`config.mk`:
```
export PLATFORM = sky130hd
export DESIGN_NAME = cdec8_dbg_mon
export DESIGN_NICKNAME = d
export VERILOG_FILES = /design/src/rtl/cdec8_dbg_mon.sv
export SDC_FILE = /design/constraint.sdc
export NUM_CORES = 1
export LEC_CHECK = 0
export BUFFER_PORTS_ARGS = -buffer_cell sky130_fd_sc_hd__buf_2
export CORE_ASPECT_RATIO = 0.75
export CORE_MARGIN = 4
export CORE_UTILIZATION = 45
export CTS_CLUSTER_SIZE = 16
export DETAILED_ROUTE_END_ITERATION = 7
export SETUP_SLACK_MARGIN = 0.05
export SLEW_MARGIN = 0
export SYNTH_ARGS = -nofsm -noshare
export SYNTH_HDL_FRONTEND = slang
export SYNTH_SLANG_ARGS = --single-unit
```
`constraint.sdc`:
```
create_clock -name clock -period 2.9 [get_ports clock]
set_clock_uncertainty 0.05 [all_clocks]
set_input_delay 0.145 -clock clock [delete_from_list [all_inputs] [get_ports clock]]
set_output_delay 0.145 -clock clock [all_outputs]
set_load 0.1 [all_outputs]
```
`src/rtl/cdec8_dbg_mon.sv`:
```
`default_nettype none
// ============================================================================
// Module   : cdec8_dbg_mon
// Purpose  : 8N1 serial debug monitor; reads CDEC8 resources over resad/resdt.
// Revision : 1.0  initial release
// ============================================================================
module cdec8_dbg_mon #(
   parameter int CLKS_PER_BIT = 434
) (
   input  logic       clock,
   input  logic       reset_N,
   input  logic       rxd,
   output logic       txd,
   output logic [7:0] resad,
   input  logic [7:0] resdt,
   output logic       busy,
   output logic       frm_err,
   output logic       cmd_drop
);
   localparam logic [15:0] c_bit_last  = 16'(CLKS_PER_BIT - 1);
   localparam logic [15:0] c_half_last = 16'(CLKS_PER_BIT / 2 - 1);

   typedef enum logic [1:0] {R_IDLE, R_START, R_DATA, R_STOP} rx_state_t;
   typedef enum logic [2:0] {S_IDLE, S_SETUP, S_SAMPLE, S_SEND, S_WAIT} seq_state_t;

   rx_state_t   r_rx_state;
   logic        r_rx_meta, r_rx_sync, r_rx_prev;
   logic [15:0] r_rx_cnt;
   logic [2:0]  r_rx_bit;
   logic [7:0]  r_rx_shift;
   logic        r_rx_valid;

   seq_state_t  r_seq_state;
   logic [3:0]  r_addr;
   logic        r_dump;
   logic        r_tx_active;
   logic [15:0] r_tx_cnt;
   logic [3:0]  r_tx_bit;
   logic [8:0]  r_tx_shift;
   logic        w_tx_done;

   assign w_tx_done = r_tx_active && (r_tx_bit == 4'd9) && (r_tx_cnt == c_bit_last);

   // Receiver: bit instants are timed from the synchronized falling edge.
   always_ff @(posedge clock) begin
      if (!reset_N) begin
         r_rx_meta  <= 1'b1;
         r_rx_sync  <= 1'b1;
         r_rx_prev  <= 1'b1;
         r_rx_state <= R_IDLE;
         r_rx_cnt   <= 16'd0;
         r_rx_bit   <= 3'd0;
         r_rx_shift <= 8'h00;
         r_rx_valid <= 1'b0;
         frm_err    <= 1'b0;
         cmd_drop   <= 1'b0;
      end else begin
         r_rx_meta  <= rxd;
         r_rx_sync  <= r_rx_meta;
         r_rx_prev  <= r_rx_sync;
         r_rx_valid <= 1'b0;
         frm_err    <= 1'b0;
         cmd_drop   <= 1'b0;
         case (r_rx_state)
            R_IDLE: begin
               if (r_rx_prev && !r_rx_sync) begin
                  r_rx_state <= R_START;
                  r_rx_cnt   <= 16'd0;
               end
            end
            R_START: begin
               if (r_rx_cnt == c_half_last) begin
                  r_rx_cnt   <= 16'd0;
                  r_rx_bit   <= 3'd0;
                  r_rx_state <= r_rx_sync ? R_IDLE : R_DATA;
               end else begin
                  r_rx_cnt <= r_rx_cnt + 16'd1;
               end
            end
            R_DATA: begin
               if (r_rx_cnt == c_bit_last) begin
                  r_rx_cnt   <= 16'd0;
                  r_rx_shift <= {r_rx_sync, r_rx_shift[7:1]};
                  if (r_rx_bit == 3'd7) r_rx_state <= R_STOP;
                  else                  r_rx_bit   <= r_rx_bit + 3'd1;
               end else begin
                  r_rx_cnt <= r_rx_cnt + 16'd1;
               end
            end
            R_STOP: begin
               if (r_rx_cnt == c_bit_last) begin
                  r_rx_cnt   <= 16'd0;
                  r_rx_state <= R_IDLE;
                  if (!r_rx_sync)  frm_err    <= 1'b1;
                  else if (busy)   cmd_drop   <= 1'b1;
                  else             r_rx_valid <= 1'b1;
               end else begin
                  r_rx_cnt <= r_rx_cnt + 16'd1;
               end
            end
            default: r_rx_state <= R_IDLE;
         endcase
      end
   end

   // Sequencer and transmitter; the idle-state accept performs the first setup
   // itself so resad is valid the cycle after the command is accepted.
   always_ff @(posedge clock) begin
      if (!reset_N) begin
         r_seq_state <= S_IDLE;
         r_addr      <= 4'h0;
         r_dump      <= 1'b0;
         resad       <= 8'h00;
         busy        <= 1'b0;
         txd         <= 1'b1;
         r_tx_active <= 1'b0;
         r_tx_cnt    <= 16'd0;
         r_tx_bit    <= 4'd0;
         r_tx_shift  <= 9'h1FF;
      end else begin
         if (r_tx_active) begin
            if (r_tx_cnt == c_bit_last) begin
               r_tx_cnt <= 16'd0;
               if (r_tx_bit == 4'd9) begin
                  r_tx_active <= 1'b0;
               end else begin
                  r_tx_bit   <= r_tx_bit + 4'd1;
                  txd        <= r_tx_shift[0];
                  r_tx_shift <= {1'b1, r_tx_shift[8:1]};
               end
            end else begin
               r_tx_cnt <= r_tx_cnt + 16'd1;
            end
         end

         case (r_seq_state)
            S_IDLE: begin
               if (r_rx_valid && (r_rx_shift <= 8'h0F)) begin
                  r_addr      <= r_rx_shift[3:0];
                  resad       <= r_rx_shift;
                  r_dump      <= 1'b0;
                  busy        <= 1'b1;
                  r_seq_state <= S_SAMPLE;
               end else if (r_rx_valid && (r_rx_shift == 8'hFF)) begin
                  r_addr      <= 4'h0;
                  resad       <= 8'h00;
                  r_dump      <= 1'b1;
                  busy        <= 1'b1;
                  r_seq_state <= S_SAMPLE;
               end
            end
            S_SETUP: begin
               resad       <= {4'h0, r_addr};
               r_seq_state <= S_SAMPLE;
            end
            S_SAMPLE: begin
               r_tx_shift  <= {1'b1, resdt};
               r_seq_state <= S_SEND;
            end
            S_SEND: begin
               r_tx_active <= 1'b1;
               r_tx_cnt    <= 16'd0;
               r_tx_bit    <= 4'd0;
               txd         <= 1'b0;
               r_seq_state <= S_WAIT;
            end
            S_WAIT: begin
               if (w_tx_done) begin
                  if (r_dump && (r_addr != 4'hF)) begin
                     r_addr      <= r_addr + 4'd1;
                     r_seq_state <= S_SETUP;
                  end else begin
                     busy        <= 1'b0;
                     r_seq_state <= S_IDLE;
                  end
               end
            end
            default: begin
               busy        <= 1'b0;
               r_seq_state <= S_IDLE;
            end
         endcase
      end
   end

endmodule
`default_nettype wire

```
==> results of run 1 <==
## placed cells by master (no fill, tap or decap), types with 5 or more instances in the layout
cell and count:
nand2_1 51, o21ai_0 18, a211oi_1 5, a31oi_1 15, nand2b_1 5, mux2i_1 13, xor2_1 14, xnor2_1 8
buf_4 8, a21boi_0 7, clkbuf_16 9, nand3_1 24, inv_1 11, nor3_1 12, and2_1 7, a22o_1 6
dfxtp_1 82, nor4_1 7, a21oi_1 12, buf_2 22, ha_1 10, nor2_1 52, nand4_1 12
## critical path, stage by stage, from the launching register on
cell and delay [ns]:
dfxtp_1 0.32, or4_4 0.55, or3_1 0.51, nor4b_4 0.51, o221ai_1 0.19, o311a_2 0.16
## area by class of cell
class,instances,area [um^2],area share
clock inverters,4,51.3,0.0118
flip-flops and latches,82,1640,0.376
inverters,11,41.3,0.00946
repair buffers,31,180,0.0413
multi-input cells,331,2070,0.473
clock buffers,11,253,0.0579
well taps,105,131,0.0301
## state kept, by name, summed over array words and instances (netlist names), 3 cells and up, named ones only
| signal | cells |
|---|---|
| r_addr | 4 |
| r_rx_bit | 3 |
| r_rx_cnt | 16 |
| r_rx_shift | 8 |
| r_seq_state | 3 |
| r_tx_bit | 4 |
| r_tx_cnt | 16 |
| r_tx_shift | 8 |
| resad | 8 |
## cell families (layout without fill, tap and decap cells)
| group | Yosys count | after routing | synth area share |
|---|---|---|---|
| AOI/OAI and AO/OA | 82 | 82 | 0.144 |
| xor gates and xnor gates | 22 | 22 | 0.0501 |
| adders and majority gates | 10 | 10 | 0.0326 |
| buffers and inverters | 34 | 57 | 0.0355 |
| DFF | 82 | 82 | 0.427 |
| muxes | 13 | 13 | 0.0339 |
| and+or+nand+nor | 204 | 204 | 0.277 |
## power by group through the flow
stage | sequential [uW] | clock, uW | combinational, uW
final | 1140 | 1150 | 64.1
after floorplan | 1160 | 0 | 42.3
after global routing | 1140 | 1230 | 71.4
after detailed placement | 1160 | 0 | 63.0
after global placement | 1160 | 0 | 62.3
after CTS | 1130 | 1180 | 64.4
## path summary, 6_finish.rpt
path	start	end	slack, ns	cells past startpoint
setup / recovery	r_tx_cnt[3]	r_addr[1]	0.48	5
hold / removal	resdt[1]	r_tx_shift[1]	0.02	3
setup reg to reg	r_tx_cnt[3]	r_addr[1]	0.48	5
hold reg to reg	r_rx_meta	r_rx_sync	0.37	1
## repair_timing
item                                    CTS  global route
endpoints found under the setup margin    0             0
hold buffers                              1             0
hold endpoints to repair                  1             0
## per-stage QoR
| stage | hold WS, ns | power, uW | cell area, um^2 |
|---|---|---|---|
| CTS | 0.00479 | 2380 | 4360 |
| detailed placement | 0.285 | 1220 | 4050 |
| finish | 0.0214 | 2350 | 4360 |
| global placement | 0.280 | 1220 | 4050 |
| floorplan | 0.196 | 1200 | 3840 |
| global route | 0.0292 | 2430 | 4360 |
## metal layers
metal	global-route usage	wire, um
met5	0	0
met4	0.0501	83
met3	0.0559	373
met2	0.258	3450
met1	0.239	4240
==> qor.yml, run 1 <==
setup_viol: 0
die_area_mm2: 0.0101
path_clk_slew_ns: 0.06
cp.arrival_ns: 2.59
nets: 487
core_area_mm2: 0.00809
rsz0062_at_grt: "no"
num_vias: 3194
area_delta_synth_final_pct: 13.5
cts.repair.resized: 0
pre_cts_ws_ns: 0.484
synth.avg_cell_area_um2: 8.60
layout-drive-gt1-share: 0.130
grt_overflow_total: 0
drcViolationCount: 0
p_leak_uw: 0.00160
worst_pin_slew_ns: 0.995
crit_path_end_kind: "flip-flop"
grt_first_pass_wirelength_um: 14000
cts_tree: "built"
initial_core_util: 0.475
synthCells: 447
num_io_pins: 23
yosys_warnings: 0
ys_async_sr_fraction: 0
synth_cell_type_count: 55
critPathKind: "reg -> reg"
ys_seq_area_frac: 0.427
avgRoutedWirePerCell_um: 14.2
cp_max_fo: 7
fmax_mhz: 413
layout.cells.non_filler: 575
htreeDepth: 3
synth.top_cell.area_share: 0.427
hp-class: "in -> reg"
clkLatencyLatePin_ns: 0.33
clockBufferDepth: 2
combPwrFrac: 0.027
worst_slack_ns: 0.482
wl_um: 8150
portBuffers: 22
drtIter0Drc: 167
synth_enable_flop_cells: 0
synth_top_area_cell: "dfxtp_1"
post-route-min-period_ns: 2.42
diodes: 0
rows: 28
fp.dieH_um: 88.0
via_per_inst: 5.55
cts.sinks: 82
setup.worst_path.start_class: "flip-flop"
p_sw_uw: 485
finalCritPeriodShare: 0.834
ant_nets: 0
post-route-util: 0.539
synth-seq-cells: 82
p_int_uw: 1860
gp_congestion: 0.839
drt_first_pass_iters: 5
synth_common_cells: "dfxtp_1 (82), nor2_1 (52), nand2_1 (51), nand3_1 (24), clkbuf_1 (19)"
required_ns: 3.07
cts_root_buf: "clkbuf_16"
synth_area_mm2: 0.00384
cts_setup_buffers: 0
place_inst: 559
antenna_found_initial: 0
grt_max_degree: 31
syn_nets: 468
pwr-share-clk: 0.489
sw_frac_of_total: 0.207
pwr_density_cell_mw_per_mm2: 537
fp.dieW_um: 115
irDropWorstVdd_mv: 0.336
grt_usage: 0.172
synthTopCellsByArea: "dfxtp_1 (43%), nor2_1 (5.1%), nand2_1 (5.0%)"
max_slew_margin: 0.337
cts_made_buffers: 9
grt_pass1_vias: 2985
yosysMostFrequentCell: "dfxtp_1"
drv_cap: 0
synthFlopType: "dfxtp_1"
final-hold-violation-count: 0
dp_hpwl_um: 5660
drv_slew: 0
status: "completed"
finalSetupTns_ns: 0
nFillCells: 747
p_seq_frac: 0.484
Power figures use the tool's default switching activity.
==> run 2: changes to the inputs <==
clock period = 2.1 ns   (was 2.9 ns; I/O delays follow)
==> qor.yml, run 2 (synthesized netlist as in run 1, its figures left out) <==
reg2regPathDepth: 7  # was 5
grt_first_pass_wirelength_um: 15500  # was 14,000 um
p_seq_frac: 0.501  # was 0.484
wl_um: 9220  # was 8150 um
cts_root_buf: "clkbuf_16"  # unchanged
clkLatencyLatePin_ns: 0.34  # was 0.33 ns
core_area_mm2: 0.00809  # unchanged
sw_frac_of_total: 0.220  # was 0.207
grt_overflow_total: 0  # unchanged
p_int_uw: 2440  # was 1860 uW
p_leak_uw: 0.00195  # was 0.00160 uW
pwr_density_cell_mw_per_mm2: 616  # was 537 mW/mm^2
layout_common_cells: "dfxtp_1 (76), buf_4 (55), nor2_1 (51)"  # was dfxtp_1 (82), nor2_1 (52), nand2_1 (51)
die_area_mm2: 0.0101  # unchanged
dp_hpwl_um: 6430  # was 5660 um
gp_congestion: 0.813  # was 0.839
drv_cap: 0  # unchanged
r2r_slack_ns: 0.01  # was 0.48 ns
worst_slack_ns: 0.0111  # was 0.482 ns
rows: 28  # unchanged
combPwrFrac: 0.040  # was 0.027
path_cells: "or4_4 -> nor4_4 -> buf_4 -> nand3_2 -> a21oi_2 -> buf_4 -> mux2i_1"  # was or4_4 -> or3_1 -> nor4b_4 -> o221ai_1 -> o311a_2
final_common_cell: "dfxtp_1"  # unchanged
hold_path_end: "r_tx_shift[5]"  # was r_tx_shift[1]
drcViolationCount: 0  # unchanged
critPathKind: "reg -> reg"  # unchanged
area_delta_synth_final_pct: 32.0  # was 13.5%
place_inst: 613  # was 559
grt_pass1_vias: 3318  # was 2,985
max_slew_margin: 0.677  # was 0.337
slowest_delay_ns: 0.57  # was 0.55 ns
htreeDepth: 3  # unchanged
avgRoutedWirePerCell_um: 14.4  # was 14.2 um
rsz0062_at_grt: "yes"  # was no
whs_path_depth: 3  # unchanged
layout-drive-gt1-share: 0.283  # was 0.130
drv_slew: 0  # unchanged
initial_core_util: 0.475  # unchanged
nets: 550  # was 487
layout.cells.non_filler: 639  # was 575
num_vias: 3459  # was 3,194
crit_top_cell: "buf_4"
drt_first_pass_iters: 4  # was 5
finalSetupTns_ns: 0  # unchanged
min_from: "resdt[5]"  # was resdt[1]
holdWs_ns: -0.00147  # was 0.0214 ns
r2r_end: "r_rx_bit[0]"  # was r_addr[1]
setup.worst_path.start_class: "flip-flop"  # unchanged
grt_usage: 0.191  # was 0.172
violations: "negative hold slack"
diodes: 0  # unchanged
required_ns: 2.31  # was 3.07 ns
post-route-min-period_ns: 2.09  # was 2.42 ns
cp.arrival_ns: 2.30  # was 2.59 ns
pwr-share-clk: 0.459  # was 0.489
crit_path_end_kind: "flip-flop"  # unchanged
p_sw_uw: 688  # was 485 uW
num_io_pins: 23  # unchanged
antenna_found_initial: 0  # unchanged
setup_viol: 0  # unchanged
finalCritPeriodShare: 0.995  # was 0.834
grt_max_degree: 28  # was 31
fp.dieW_um: 115  # unchanged
cts.sinks: 82  # unchanged
clockBufferDepth: 2  # unchanged
pre_cts_ws_ns: -0.0360  # was 0.484 ns
worst_pin_slew_ns: 0.481  # was 0.995 ns
cp_max_fo: 4  # was 7
cts_made_buffers: 9  # unchanged
fmax_mhz: 479  # was 413 MHz
path_clk_slew_ns: 0.06  # about the same
via_per_inst: 5.41  # was 5.55
fp.dieH_um: 88.0  # unchanged
post-route-util: 0.627  # was 0.539
critPathSlowestCell: "or4_4"  # unchanged
final-hold-violation-count: 1  # was 0
r2r_start: "r_rx_cnt[9]"  # was r_tx_cnt[3]
portBuffers: 22  # unchanged
top_regs: "r_rx_cnt x16, r_tx_cnt x16"  # unchanged
cts_tree: "built"  # unchanged
status: "finished, violations left"  # was completed
ant_nets: 0  # unchanged
drtIter0Drc: 193  # was 167
irDropWorstVdd_mv: 0.523  # was 0.336 mV
hp-class: "in -> reg"  # unchanged
## run 2: changes by cell type in the layout (fill, tap and decap cells not counted), moves of 3 or more
| cell | change |
|---|---|
| a21boi_0 | -3 |
| buf_4 | +47 |
| buf_6 | +9 |
| dfxtp_1 | -6 |
| dfxtp_2 | +6 |
| dlygate4sd3_1 | +5 |
| nor4_1 | -3 |
| nor4_4 | +3 |
| o21ai_0 | -8 |
| o21ai_1 | +6 |
## run 2: worst max-delay path by stage
stage,from,to,slack (ns),cells past startpoint
final,r_rx_cnt[9],r_rx_bit[0],0.01,7
after global routing,r_rx_cnt[1],r_rx_bit[0],-0.10,9
after CTS,r_rx_cnt[11],r_rx_bit[0],-0.009,7
after detailed placement,r_rx_cnt[15],r_rx_bit[0],-0.04,7
after global placement,r_tx_cnt[3],r_seq_state[0],0.02,6
after floorplan,r_tx_cnt[3],r_addr[0],-0.04,6
## run 2: stage by stage
| stage | instance area (um^2) | power (uW) |
|---|---|---|
| after floorplan | 3880 | 1660 |
| after global placement | 4510 | 1710 |
| after detailed placement | 4510 | 1710 |
| after CTS | 4910 | 3160 |
| after global routing | 5070 | 3240 |
| final | 5070 | 3130 |
## run 2: routing by layer
metal | global-route usage | wire, um
met1 | 0.271 | 4720
met2 | 0.287 | 3940
met3 | 0.0477 | 467
met4 | 0.0565 | 98
met5 | 0 | 0
## run 2: what timing repair did
action,CTS,global route
pin swaps,7,15
hold buffers,6,0
resized for setup,12,40
setup buffers,3,1
hold endpoints to repair,6,0
endpoints found under the setup margin,34,48
## run 2: critical path: cells and delay by family, from the launching register on
family                 cells  cell delay (ns)
AOI/OAI and AO/OA          1             0.12
buffers and inverters      2             0.33
muxes                      1             0.19
DFF                        1             0.33
and+or+nand+nor            3             1.00
## run 2: cell type report
type | count | area, um^2
repair buffers | 94 | 724
fillers | 715 | 3020
inverters | 11 | 41.3
multi-input cells | 331 | 2250
clock buffers | 11 | 243
well taps | 105 | 131
flip-flops and latches | 82 | 1650
clock inverters | 5 | 30.0
## run 2: power groups by stage
stage / Clock [uW] / Combinational [uW] / Sequential, uW
6_report: 1440 / 125 / 1560
5_1_grt: 1540 / 137 / 1560
4_1_cts: 1470 / 121 / 1560
3_5_place_dp: 0 / 110 / 1600
3_3_place_gp: 0 / 109 / 1600
2_1_floorplan: 0 / 61.6 / 1600
==> run 3: changes to the inputs <==
ABC_AREA = 1   (was default)
==> qor.yml, run 3 <==
fp.dieH_um: 93.1  # was 88.0 um
clkLatencyLatePin_ns: 0.33  # was 0.34 ns
fmax_mhz: 567  # was 479 MHz
drtIter0Drc: 230  # was 193
path_clk_slew_ns: 0.06  # about the same
grt_pass1_vias: 3608  # was 3,318
avgRoutedWirePerCell_um: 11.5  # was 14.4 um
critPathKind: "reg -> reg"  # unchanged
ys_async_sr_fraction: 0  # unchanged
synth_mux_area_frac: 0  # was 0.0339
finalCritPeriodShare: 0.840  # was 0.995
via_per_inst: 4.85  # was 5.41
antenna_found_initial: 0  # unchanged
cts_made_buffers: 9  # unchanged
htreeDepth: 3  # unchanged
yosys.area_share.simple: 0.378  # was 0.277
worst_slack_ns: 0.336  # was 0.0111 ns
drv_cap: 0  # unchanged
grt_first_pass_wirelength_um: 16000  # was 15,500 um
synth_fa_ha_area_frac: 0.0288  # was 0.0326
final_common_cell: "nand2_1"  # was dfxtp_1
crit_path_end_kind: "flip-flop"  # unchanged
cp_num_buf_inv: 3  # was 2
seq_area_mm2: 0.00164  # was 0.00165 mm^2
wl_um: 9300  # was 9220 um
p_leak_uw: 0.00209  # was 0.00195 uW
synth_top_area_cell: "dfxtp_1"  # unchanged
post-route-util: 0.539  # was 0.627
synth_cell_type_count: 41  # was 55
synth-seq-cells: 82  # unchanged
cp_top_family: "simple AND/OR/NAND/NOR gates"  # unchanged
initial_core_util: 0.471  # was 0.475
drcViolationCount: 0  # unchanged
area_delta_synth_final_pct: 14.5  # was 32.0%
multi_input_area_mm2: 0.00231  # was 0.00225 mm^2
finalSetupTns_ns: 0  # unchanged
ys_seq_area_frac: 0.378  # was 0.427
layout.cells.non_filler: 807  # was 639
num_io_pins: 23  # unchanged
setup_viol: 0  # unchanged
synthTopCellsByArea: "dfxtp_1 (38%), nand2_1 (14%), inv_1 (6.5%)"  # was dfxtp_1 (43%), nor2_1 (5.1%), nand2_1 (5.0%)
cts_root_buf: "clkbuf_16"  # unchanged
power_uw: 3370  # was 3130 uW
pwr_density_cell_mw_per_mm2: 678  # was 616 mW/mm^2
worst_pin_slew_ns: 0.488  # was 0.481 ns
path_cells: "inv_1 -> ha_1 -> nand3b_1 -> nor2_1 -> nand2_1 -> nand2_1 -> nand2_2 -> inv_1 -> o21ai_0 -> nand2_1 -> inv_1"  # was or4_4 -> nor4_4 -> buf_4 -> nand3_2 -> a21oi_2 -> buf_4 -> mux2i_1
synth.top_cell.area_share: 0.378  # was 0.427
cp.arrival_ns: 1.99  # was 2.30 ns
nets: 697  # was 550
synth-compound-area-share: 0.0993  # was 0.144
syn_nets: 662  # was 468
num_vias: 3914  # was 3,459
clockBufferDepth: 2  # unchanged
critPathSlowestCell: "dfxtp_1"  # was or4_4
setup.worst_path.start_class: "flip-flop"  # unchanged
synth_area_mm2: 0.00435  # was 0.00384 mm^2
nFillCells: 931  # was 715
cts_setup_buffers: 0  # was 3
diodes: 0  # unchanged
synthFlopType: "dfxtp_1"  # unchanged
post-route-min-period_ns: 1.76  # was 2.09 ns
dp_hpwl_um: 6660  # was 6430 um
synthXorXnorAreaFrac: 0.0262  # was 0.0501
synth_common_cells: "nand2_1 (160), dfxtp_1 (82), inv_1 (75), nor2_1 (75), nand3_1 (56)"  # was dfxtp_1 (82), nor2_1 (52), nand2_1 (51), nand3_1 (24), clkbuf_1 (19)
irDropWorstVdd_mv: 0.623  # was 0.523 mV
place_inst: 784  # was 613
ant_nets: 0  # unchanged
cts_tree: "built"  # unchanged
pre_cts_ws_ns: 0.177  # was -0.0360 ns
rows: 30  # was 28
slowest_delay_ns: 0.48  # was 0.57 ns
status: "completed"  # was finished, violations left
synth_enable_flop_cells: 0  # unchanged
required_ns: 2.33  # was 2.31 ns
top_regs: "r_rx_cnt x16, r_tx_cnt x16"  # unchanged
grt_max_degree: 32  # was 28
yosysMostFrequentCell: "nand2_1"  # was dfxtp_1
core_area_mm2: 0.00923  # was 0.00809 mm^2
fp.dieW_um: 121  # was 115 um
grt_overflow_total: 0  # unchanged
rsz0062_at_grt: "no"  # was yes
yosys_warnings: 0  # unchanged
layout_common_cells: "nand2_1 (159), dfxtp_1 (82), inv_1 (75), nor2_1 (75), nand3_1 (56)"  # was dfxtp_1 (76), buf_4 (55), nor2_1 (51)
die_area_mm2: 0.0113  # was 0.0101 mm^2
drt_first_pass_iters: 4  # unchanged
grt_usage: 0.173  # was 0.191
hp-class: "in -> reg"  # unchanged
layout-drive-gt1-share: 0.127  # was 0.283
gp_congestion: 0.847  # was 0.813
max_slew_margin: 0.677  # about the same
drv_slew: 0  # unchanged
portBuffers: 22  # unchanged
final-hold-violation-count: 0  # was 1
synth.avg_cell_area_um2: 6.78  # was 8.60 um^2
cts.sinks: 82  # unchanged
synth_top_family_by_area: "simple AND/OR/NAND/NOR gates"  # unchanged
synthCells: 641  # was 447
cp_max_fo: 13  # was 4
==> run 3: cell types whose count changed after synthesis, moves of 10 or more <==
cell	before	now
a31oi_1	15	5
a21oi_1	12	42
nand3_1	24	56
inv_1	11	75
clkbuf_1	19	3
nor2_1	52	75
inv_2	0	11
mux2i_1	13	0
nand2_1	51	160
==> run 3: worst min-delay path, stage by stage <==
cell     delay [ns]
buf_2          0.11
inv_1          0.08
nor2_2         0.08
nand3_1        0.09
a21oi_1        0.04
==> run 3: path summary, 6_finish.rpt <==
| path | cells after the start | end | slack, ns | startpoint |
|---|---|---|---|---|
| max reg2reg | 11 | r_rx_cnt[5] | 0.34 | r_rx_cnt[0] |
| min | 5 | r_tx_cnt[10] | 0.17 | reset_N |
| max | 11 | r_rx_cnt[5] | 0.34 | r_rx_cnt[0] |
| min reg2reg | 2 | resad[7] | 0.37 | resad[7] |
==> run 3: logic make-up (layout without fill, tap and decap cells) <==
logic type / Yosys count / count (layout)
AND/OR/NAND/NOR: 357 / 357
buffers and inverters: 100 / 138
flip-flops: 82 / 82
AO/OA/AOI/OAI: 79 / 79
XOR/XNOR: 13 / 13
adder cells (fa/ha/maj): 10 / 10
==> run 3: stage by stage <==
| step | area, um^2 | hold slack [ns] |
|---|---|---|
| final | 4970 | 0.169 |
| after global routing | 4970 | 0.209 |
| after CTS | 4970 | 0.164 |
| after detailed placement | 4590 | 0.249 |
| after global placement | 4590 | 0.245 |
| after floorplan | 4350 | 0.162 |
==> run 3: metal layers <==
layer	GRT usage	vias up	wire (um)	part of all wire
li1	-	2122	-	-
met1	0.249	1709	4980	0.53
met2	0.255	70	3730	0.40
met3	0.0453	13	470	0.051
met4	0.0476	0	126	0.014
met5	0	-	0	0
==> run 3: cell type report <==
class,count,area share
Multi-Input combinational cell,459,0.465
Sequential cell,82,0.330
Inverter,89,0.0672
Clock buffer,12,0.0516
Timing Repair Buffer,35,0.0463
Tap cell,128,0.0322
Clock inverter,2,0.00755
==> run 3: repair_timing <==
item,CTS,global route
endpoints found under the setup margin,0,5
hold buffers,9,0
resized for setup,0,1
endpoints found under the hold margin,9,0
==> run 3: where the power goes <==
group	switching [uW]	internal [uW]	total [uW]
Combinational	152	74.3	227
Clock	572	972	1540
Sequential	22.8	1580	1600
Total	747	2620	3370
